File: config.mk
export PLATFORM = sky130hd
export DESIGN_NAME = unified_mem_arbiter
export DESIGN_NICKNAME = d
export VERILOG_FILES = /design/src/rtl/unified_mem_arbiter_pkg.sv /design/src/rtl/unified_mem_arbiter_rd_owner_pipe.sv /design/src/rtl/unified_mem_arbiter.sv
export SDC_FILE = /design/constraint.sdc
export NUM_CORES = 1
export LEC_CHECK = 0
export CAP_MARGIN = 40
export CORE_MARGIN = 1.5
export CORE_UTILIZATION = 35
export DETAILED_ROUTE_END_ITERATION = 6
export PLACE_DENSITY = 0.77
export SYNTH_ARGS = -nofsm -noshare
export SYNTH_HDL_FRONTEND = slang
export SYNTH_SLANG_ARGS = --single-unit
File: constraint.sdc
create_clock -name clk_i -period 1.94 [get_ports clk_i]
set_clock_uncertainty 0.15 [all_clocks]
set_input_delay 0.291 -clock clk_i [delete_from_list [all_inputs] [get_ports clk_i]]
set_output_delay 0.291 -clock clk_i [all_outputs]
set_load 0.005 [all_outputs]
File: src/rtl/unified_mem_arbiter_pkg.sv
// Shared types and defaults for the unified IF/DM memory arbiter.
// The optional statistics counters are enabled with the MEM_ARB_STATS_EN macro.
package unified_mem_arbiter_pkg;

    localparam int ADDR_WIDTH_DEF = 8;
    localparam int DATA_WIDTH_DEF = 16;
    localparam int WAIT_CNT_WIDTH = 4;

    typedef enum logic {
        DM_PRIO    = 1'b0,
        IF_STARVED = 1'b1
    } arb_state_e;

    typedef struct packed {
        logic valid;
        logic is_dm;
    } owner_tag_t;

    // Saturating increment used by the IF starvation counter.
    function automatic logic [WAIT_CNT_WIDTH-1:0] sat_inc(
        input logic [WAIT_CNT_WIDTH-1:0] cnt,
        input logic [WAIT_CNT_WIDTH-1:0] limit
    );
        return (cnt < limit) ? cnt + 1'b1 : cnt;
    endfunction

endpackage

File: src/rtl/unified_mem_arbiter_rd_owner_pipe.sv
// Shift register carrying {valid, is_dm} owner tags alongside the memory read latency.
module rd_owner_pipe
    import unified_mem_arbiter_pkg::*;
#(
    parameter int RD_LATENCY = 1
) (
    input  logic       clk_i,
    input  logic       rst_i,
    input  owner_tag_t tag_in,
    output owner_tag_t tag_out,
    output logic       busy_o
);

    owner_tag_t stage [RD_LATENCY];

    always_ff @(posedge clk_i or negedge rst_i) begin
        if (!rst_i) begin
            for (int i = 0; i < RD_LATENCY; i++) begin
                stage[i] <= '0;
            end
        end else begin
            stage[0] <= tag_in;
            for (int i = 1; i < RD_LATENCY; i++) begin
                stage[i] <= stage[i-1];
            end
        end
    end

    always_comb begin
        busy_o = 1'b0;
        for (int i = 0; i < RD_LATENCY; i++) begin
            busy_o = busy_o | stage[i].valid;
        end
    end

    assign tag_out = stage[RD_LATENCY-1];

endmodule

File: src/rtl/unified_mem_arbiter.sv
// Arbitrates a single-port synchronous-read memory between IF and DM with DM priority
// and a starvation escape for IF. Define MEM_ARB_STATS_EN to add the statistics counters.
module unified_mem_arbiter
    import unified_mem_arbiter_pkg::*;
#(
    parameter int ADDR_WIDTH = ADDR_WIDTH_DEF,
    parameter int DATA_WIDTH = DATA_WIDTH_DEF,
    parameter int RD_LATENCY = 1,
    parameter int MAX_WAIT   = 4
) (
    input  logic                  clk_i,
    input  logic                  rst_i,
    input  logic                  if_req_i,
    input  logic [ADDR_WIDTH-1:0] if_addr_i,
    output logic                  if_gnt_o,
    output logic                  if_rvalid_o,
    output logic [DATA_WIDTH-1:0] if_rdata_o,
    output logic                  if_stall_o,
    input  logic                  dm_req_i,
    input  logic                  dm_we_i,
    input  logic [ADDR_WIDTH-1:0] dm_addr_i,
    input  logic [DATA_WIDTH-1:0] dm_wdata_i,
    output logic                  dm_gnt_o,
    output logic                  dm_rvalid_o,
    output logic [DATA_WIDTH-1:0] dm_rdata_o,
    output logic [ADDR_WIDTH-1:0] mem_addr_o,
    output logic                  mem_rd_o,
    output logic                  mem_wr_o,
    output logic [DATA_WIDTH-1:0] mem_wdata_o,
    input  logic [DATA_WIDTH-1:0] mem_rdata_i,
    output logic                  busy_o
`ifdef MEM_ARB_STATS_EN
    ,
    output logic [15:0]           stat_conflict_o,
    output logic [15:0]           stat_force_o
`endif
);

    localparam logic [WAIT_CNT_WIDTH-1:0] MAX_WAIT_C = WAIT_CNT_WIDTH'(MAX_WAIT);

    arb_state_e                state;
    logic [WAIT_CNT_WIDTH-1:0] wait_cnt;
    logic [WAIT_CNT_WIDTH-1:0] wait_cnt_nxt;
    logic                      if_gnt;
    logic                      dm_gnt;
    owner_tag_t                tag_in;
    owner_tag_t                tag_out;
    logic [DATA_WIDTH-1:0]     if_rdata_q;
    logic [DATA_WIDTH-1:0]     dm_rdata_q;

    // A starved IF wins over DM; otherwise DM has fixed priority. No grant while in reset.
    always_comb begin
        if_gnt = 1'b0;
        dm_gnt = 1'b0;
        if (rst_i) begin
            if (state == IF_STARVED && if_req_i) begin
                if_gnt = 1'b1;
            end else if (dm_req_i) begin
                dm_gnt = 1'b1;
            end else if (if_req_i) begin
                if_gnt = 1'b1;
            end
        end
    end

    always_comb begin
        wait_cnt_nxt = '0;
        if (if_req_i && !if_gnt) begin
            wait_cnt_nxt = sat_inc(wait_cnt, MAX_WAIT_C);
        end
    end

    // Leaving IF_STARVED without a grant only happens if IF withdraws its request.
    always_ff @(posedge clk_i or negedge rst_i) begin
        if (!rst_i) begin
            state    <= DM_PRIO;
            wait_cnt <= '0;
        end else begin
            wait_cnt <= wait_cnt_nxt;
            case (state)
                DM_PRIO: begin
                    if (wait_cnt_nxt == MAX_WAIT_C) begin
                        state <= IF_STARVED;
                    end
                end
                IF_STARVED: begin
                    if (if_gnt || !if_req_i) begin
                        state <= DM_PRIO;
                    end
                end
                default: state <= DM_PRIO;
            endcase
        end
    end

    always_comb begin
        mem_addr_o  = '0;
        mem_rd_o    = 1'b0;
        mem_wr_o    = 1'b0;
        mem_wdata_o = '0;
        if (dm_gnt) begin
            mem_addr_o  = dm_addr_i;
            mem_rd_o    = ~dm_we_i;
            mem_wr_o    = dm_we_i;
            mem_wdata_o = dm_wdata_i;
        end else if (if_gnt) begin
            mem_addr_o = if_addr_i;
            mem_rd_o   = 1'b1;
        end
    end

    assign if_gnt_o   = if_gnt;
    assign dm_gnt_o   = dm_gnt;
    assign if_stall_o = rst_i & if_req_i & ~if_gnt;

    assign tag_in.valid = mem_rd_o;
    assign tag_in.is_dm = dm_gnt;

    rd_owner_pipe #(
        .RD_LATENCY(RD_LATENCY)
    ) u_rd_owner_pipe (
        .clk_i  (clk_i),
        .rst_i  (rst_i),
        .tag_in (tag_in),
        .tag_out(tag_out),
        .busy_o (busy_o)
    );

    assign if_rvalid_o = tag_out.valid & ~tag_out.is_dm;
    assign dm_rvalid_o = tag_out.valid & tag_out.is_dm;

    // Returned data is forwarded in the rvalid cycle and held afterwards.
    always_ff @(posedge clk_i or negedge rst_i) begin
        if (!rst_i) begin
            if_rdata_q <= '0;
            dm_rdata_q <= '0;
        end else begin
            if (if_rvalid_o) begin
                if_rdata_q <= mem_rdata_i;
            end
            if (dm_rvalid_o) begin
                dm_rdata_q <= mem_rdata_i;
            end
        end
    end

    assign if_rdata_o = if_rvalid_o ? mem_rdata_i : if_rdata_q;
    assign dm_rdata_o = dm_rvalid_o ? mem_rdata_i : dm_rdata_q;

`ifdef MEM_ARB_STATS_EN
    always_ff @(posedge clk_i or negedge rst_i) begin
        if (!rst_i) begin
            stat_conflict_o <= '0;
            stat_force_o    <= '0;
        end else begin
            if (if_req_i && dm_req_i && stat_conflict_o != 16'hFFFF) begin
                stat_conflict_o <= stat_conflict_o + 16'd1;
            end
            if (if_gnt && state == IF_STARVED && stat_force_o != 16'hFFFF) begin
                stat_force_o <= stat_force_o + 16'd1;
            end
        end
    end
`endif

endmodule
Word-level counts from Yosys, hierarchy flattened. Cells that the tools add are included.

Logic and storage cells: 42. Bits of input ports: 53. Output and inout port bits: 64. Flip-flop bits (word level): 39.

Equal/unequal tests: 1. Add/sub/neg operators: 1. Bitwise gates (word level): 8. Muxes and demuxes: 20. Magnitude comparators: 1. Reductions and logical operators: 5.

Operator list (number): $mux W16 (3); $mux W8 (2); $mux W1 (12); $mux W4 (2); $add A4 B1 Y4 const B (1); $and A1 B1 Y1 (4); $eq A4 B3 Y1 const B (1); $lt A4 B3 Y1 const B (1); $not A1 Y1 (4); $logic_and A1 B1 Y1 (2); $logic_not A1 Y1 (2); $pmux W1 S2 (1); $logic_or A1 B1 Y1 (1).

Depth between registers and ports, before layout.
Depth after elaboration: 10. Depth in mapped cells: 4. Mapped depth without buffers: 4.

Modules after synthesis. A second synthesis with hierarchy kept.

Cell total of the unflattened synthesis: 131. Area total of the unflattened synthesis: 1750.4 µm².

By module, submodules not included: unified_mem_arbiter (area an instance 1692.9 µm², cells an instance 128, instances 1, seq. area each 925.9 µm²); rd_owner_pipe (area an instance 57.6 µm², cells an instance 3, instances 1, seq. area each 50.0 µm²).

Worst setup path after synthesis. OpenSTA, ideal clock, no wires.

Path kind: flip-flop to output port. Start point: reg u_rd_owner_pipe.stage (netlist bit u_rd_owner_pipe.busy_o). End point: out if_rdata_o[10]. Buffers on the path: 2. Path slack: 377 ps. Required time: 1499 ps. Stages on the path, launching flop included: 5. Arrival: 1122 ps. Cells stage by stage: dfrtp_1 nor2b_4 buf_6 buf_6 mux2_2.

Longest elaborated chain between the ends: 2.

Ends and longest elaborated chain: start: declaration (line unified_mem_arbiter_rd_owner_pipe.sv:14) `owner_tag_t stage [RD_LATENCY];`; start signal: indexed assignment (line unified_mem_arbiter_rd_owner_pipe.sv:24) `stage[i] <= stage[i-1];`; $and A1 B1 Y1 (line unified_mem_arbiter.sv:129) `assign if_rvalid_o = tag_out.valid & ~tag_out.is_dm;`; via if_rvalid_o (line unified_mem_arbiter.sv:16) `output logic if_rvalid_o,`; $mux W16; end: declaration (line unified_mem_arbiter.sv:17) `output logic [DATA_WIDTH-1:0] if_rdata_o,`.

The timed path passes the listed nets, and every way through them passes these cells.

Final worst setup path.
Start point: reg u_rd_owner_pipe.stage (netlist bit u_rd_owner_pipe.busy_o). End point: out dm_rdata_o[12].

Longest elaborated chain between the ends: 2.

Ends and longest elaborated chain: $and A1 B1 Y1 (line unified_mem_arbiter.sv:130) `assign dm_rvalid_o = tag_out.valid & tag_out.is_dm;`; $mux W16; end: declaration (line unified_mem_arbiter.sv:25) `output logic [DATA_WIDTH-1:0] dm_rdata_o,`.

No other way between the ends.

==> results by group <==
Synth
  – Synthesized instance count: 130
  – Most used flip-flop cell after synthesis: dfrtp_1
  – XOR/XNOR share of the synthesized area: 0.00503
  – Main combinational cell family by area after synthesis: multiplexers
  – Cell with the most instances after synthesis: dfrtp_1
  – Seq/Total Area, Yosys: 0.560
  – Number of enable flip-flop cells after synthesis: 0
  – Commonest cells post-synth: dfrtp_1, mux2_2, and2_1
  – Mapped cell area: 1740 sq um
  – Synth Area in Adders: 0.00718
  – Synth top area cells: dfrtp_1, mux2_2, and2_1, a22o_1, buf_6
  – Mux cell area share after synthesis: 0.207
  – Synth Area in Compound Gates: 0.0682
  – Synth Register Bits: 39
  – Area leader, netlist: dfrtp_1
  – Synth cell types: 25
  – Post-synth top area share: 0.560
  – FFs w/ async S/R, synth: 1.00
  – YS warnings: 0
  – Net Count, Synth: 184
  – Synthesized area per cell: 13.4 sq um
  – Simple-gate area share of the yosys netlist: 0.115

Routing
  – Wire per inst: 17.3 microns
  – Antenna-violating nets left: 0
  – Drt drc: 0
  – DR WL met2: 3.41 mm
  – Met1 Wirelength: 2.26 mm
  – Met3 wire length: 552 microns
  – Vias: 1736
  – Top layer in use: met4
  – Drt pass-1 iters: 4
  – DR vias/cell: 4.70
  – Final wirelength: 6.39 mm
  – Initial DRC Count: 69

Power
  – Overall power: 2.94 mW
  – Logic gate share of total power: 0.407
  – Leak: ~1.9 nW
  – Int Pwr: 2.21 mW
  – Peak VDD IR: 0.000416 V
  – Psw: 0.732 mW
  – Sequential share of power: 0.354
  – Clock power share: 0.238
  – Pwr per Cell Area: roughly 760 nW/um^2
  – Net Sw Frac: 0.249

Run status
  – Outcome: finished with violations
  – Failing checks: setup timing

Clock tree
  – CTS Sinks: 39
  – Clk root buf: clkbuf_8
  – Clk_lat worst skew: a little under 300 ps
  – Depth of the CTS H-tree: 2
  – Worst-path clk slew: 70 ps
  – CTS buffer count: 5
  – CTS tree: yes
  – Worst-case clock buffer depth: 2

Layout
  – Fillers: 272
  – Area growth syn-to-layout: 123%
  – NumNets Final: 355
  – Post-route insts no fill: 369
  – N_diodes: 0
  – Fraction of layout cells with a size suffix above 1: 0.593

STA
  – Hold Fails Final Rpt: 0
  – Max Fclk: 466 MHz
  – Fin crit share: 1.11
  – Max_slew headroom: 0.668
  – Actual slew at the worst max-slew pin: 499 ps
  – Slew Viols, Final: 0
  – Unrepaired setup endpoints after global routing: true
  – Endpoints failing setup: 38
  – Min Tclk post-route: roughly 2100 ps
  – Final Worst Setup Slack: -206 ps

Critical path
  – R2r setup slk: 270 ps
  – Slowest CP cell: dfrtp_1
  – Crit. End Element: output pin
  – Crit Path Max Fanout: 5
  – Crit path launch type: flop
  – Crit-path cells: buf_6, nand2_8, buf_12, buf_12, buf_12, mux2_4, buf_6
  – Critical path class: flop to output pin
  – Critical path's largest stage delay: 400 ps
  – Most used cell, CP: buf_12
  – Req. time, crit path: 1500 ps
  – WP buf/inv: 5
  – CP arrival: approximately 1700 ps
  – Delay-heaviest family, CP: buffers and inverters

Global routing
  – Grt total ovfl: 0
  – Vias in the first global route: 1873
  – First-pass GRT wire length: 8.95 mm
  – Antenna violations before repair: 0
  – Largest net degree at the start of global routing: 41
  – GRT Overall Usage: 0.222

Die
  – Chip width: 73.6 microns
  – I/O pins: 117
  – Initial Util: 0.367
  – Area of the core: 4750 sq um
  – Die height: 73.6 microns
  – FP Rows: 25
  – Die area: 5410 sq um

Run
  – Max Cap Viol: 0

Placed design
  – DP Worst Slack: -359 ps
  – Dpl hpwl: 3.52 mm
  – GPL Wtd Cong: 0.762
  – I/O Buffers: about 120
  – # placed instances: 318

Hold path
  – HP Class: flop to flop
## per-stage QoR
step                      instance area (sq um)  hold slack (ps)  setup TNS (ps)   util
after CTS                                  3670              350           -2820  0.771
after global routing                       3890              356           -6820  0.818
after floorplan                            1740             -155               0      -
after global placement                     3050              266           -8880  0.641
after detailed placement                   3050              275           -9850  0.641
final                                      3890              352           -4450  0.818
## layout make-up
class	count	area [sq um]	area share
Clock buffer	6	82.6	0.0212
Clock inverter	2	35.0	0.00901
Inverter	3	11.3	0.00289
Multi-Input combinational cell	83	903	0.232
Sequential cell	39	977	0.251
Tap cell	67	83.8	0.0216
Timing Repair Buffer	169	1800	0.462
## placed cells by master, fill, tap and decap left out, types with 2 or more instances in the layout
cell             netlist  final
buf_2                  1     10
nor2_1                 7      7
buf_12                 0      6
clkbuf_8               0      6
inv_1                  3      3
mux2_4                 0     32
buf_4                  0     13
clkbuf_2               1      4
a22o_1                 8      8
buf_6                  4     76
dlygate4sd2_1          0      4
and2_4                 0     17
a21oi_1                2      2
and3_4                 0      2
clkdlybuf4s50_1        0     50
buf_16                 0      3
dfrtp_1               39     38
## worst paths after layout
path	endpoint	cells past startpoint	startpoint
max in group asynchronous	u_rd_owner_pipe.tag_out[0]	3	rst_i
min in group asynchronous	wait_cnt[2]	3	rst_i
setup reg to reg	dm_rdata_q[10]	7	u_rd_owner_pipe.busy_o
hold / removal	if_rdata_q[10]	1	if_rdata_q[10]
hold reg to reg	if_rdata_q[10]	1	if_rdata_q[10]
setup / recovery	dm_rdata_o[12]	7	u_rd_owner_pipe.busy_o
## timing repair
action,in CTS,in global routing
pin swaps,9,16
setup endpoints to repair,63,61
endpoints found under the hold margin,39,0
hold buffers,1,0
buffers inserted,31,10
cloned,4,1
resized for setup,329,55
## sequential cells by signal (all words and copies together) (netlist names)
register / count
dm_rdata_q: 16
u_rd_owner_pipe.busy_o: 1
state: 1
u_rd_owner_pipe.tag_out: 1
if_rdata_q: 16
wait_cnt: 4
## cells by family after synthesis
| group | after synthesis |
|---|---|
| AO/OA/AOI/OAI | 14 |
| XOR/XNOR | 1 |
| adder cells (fa/ha/maj) | 1 |
| buffers and inverters | 9 |
| flip-flops | 39 |
| multiplexers | 32 |
| AND/OR/NAND/NOR | 34 |
## worst reg2reg max path: stages (launching register included)
cell and delay (ps):
dfrtp_1 400, buf_6 140, nand2_8 60, buf_12 130, buf_12 130, buf_12 120, mux2_4 300, buf_4 130
## power by group through the flow
stage	combinational [mW]	clock, mW	sequential (mW)
finish	1.20	0.702	1.04
detailed placement	0.880	0	1.04
global route	1.27	0.758	1.06
floorplan	0.300	0	1.03
global placement	0.872	0	1.03
CTS	1.10	0.703	1.04
## routing by layer
metal,vias to the layer above,global-route usage
li1,792,-
met1,832,0.238
met2,97,0.394
met3,15,0.0754
met4,0,0.0967
met5,-,0
(Power assumes the default switching activity.)
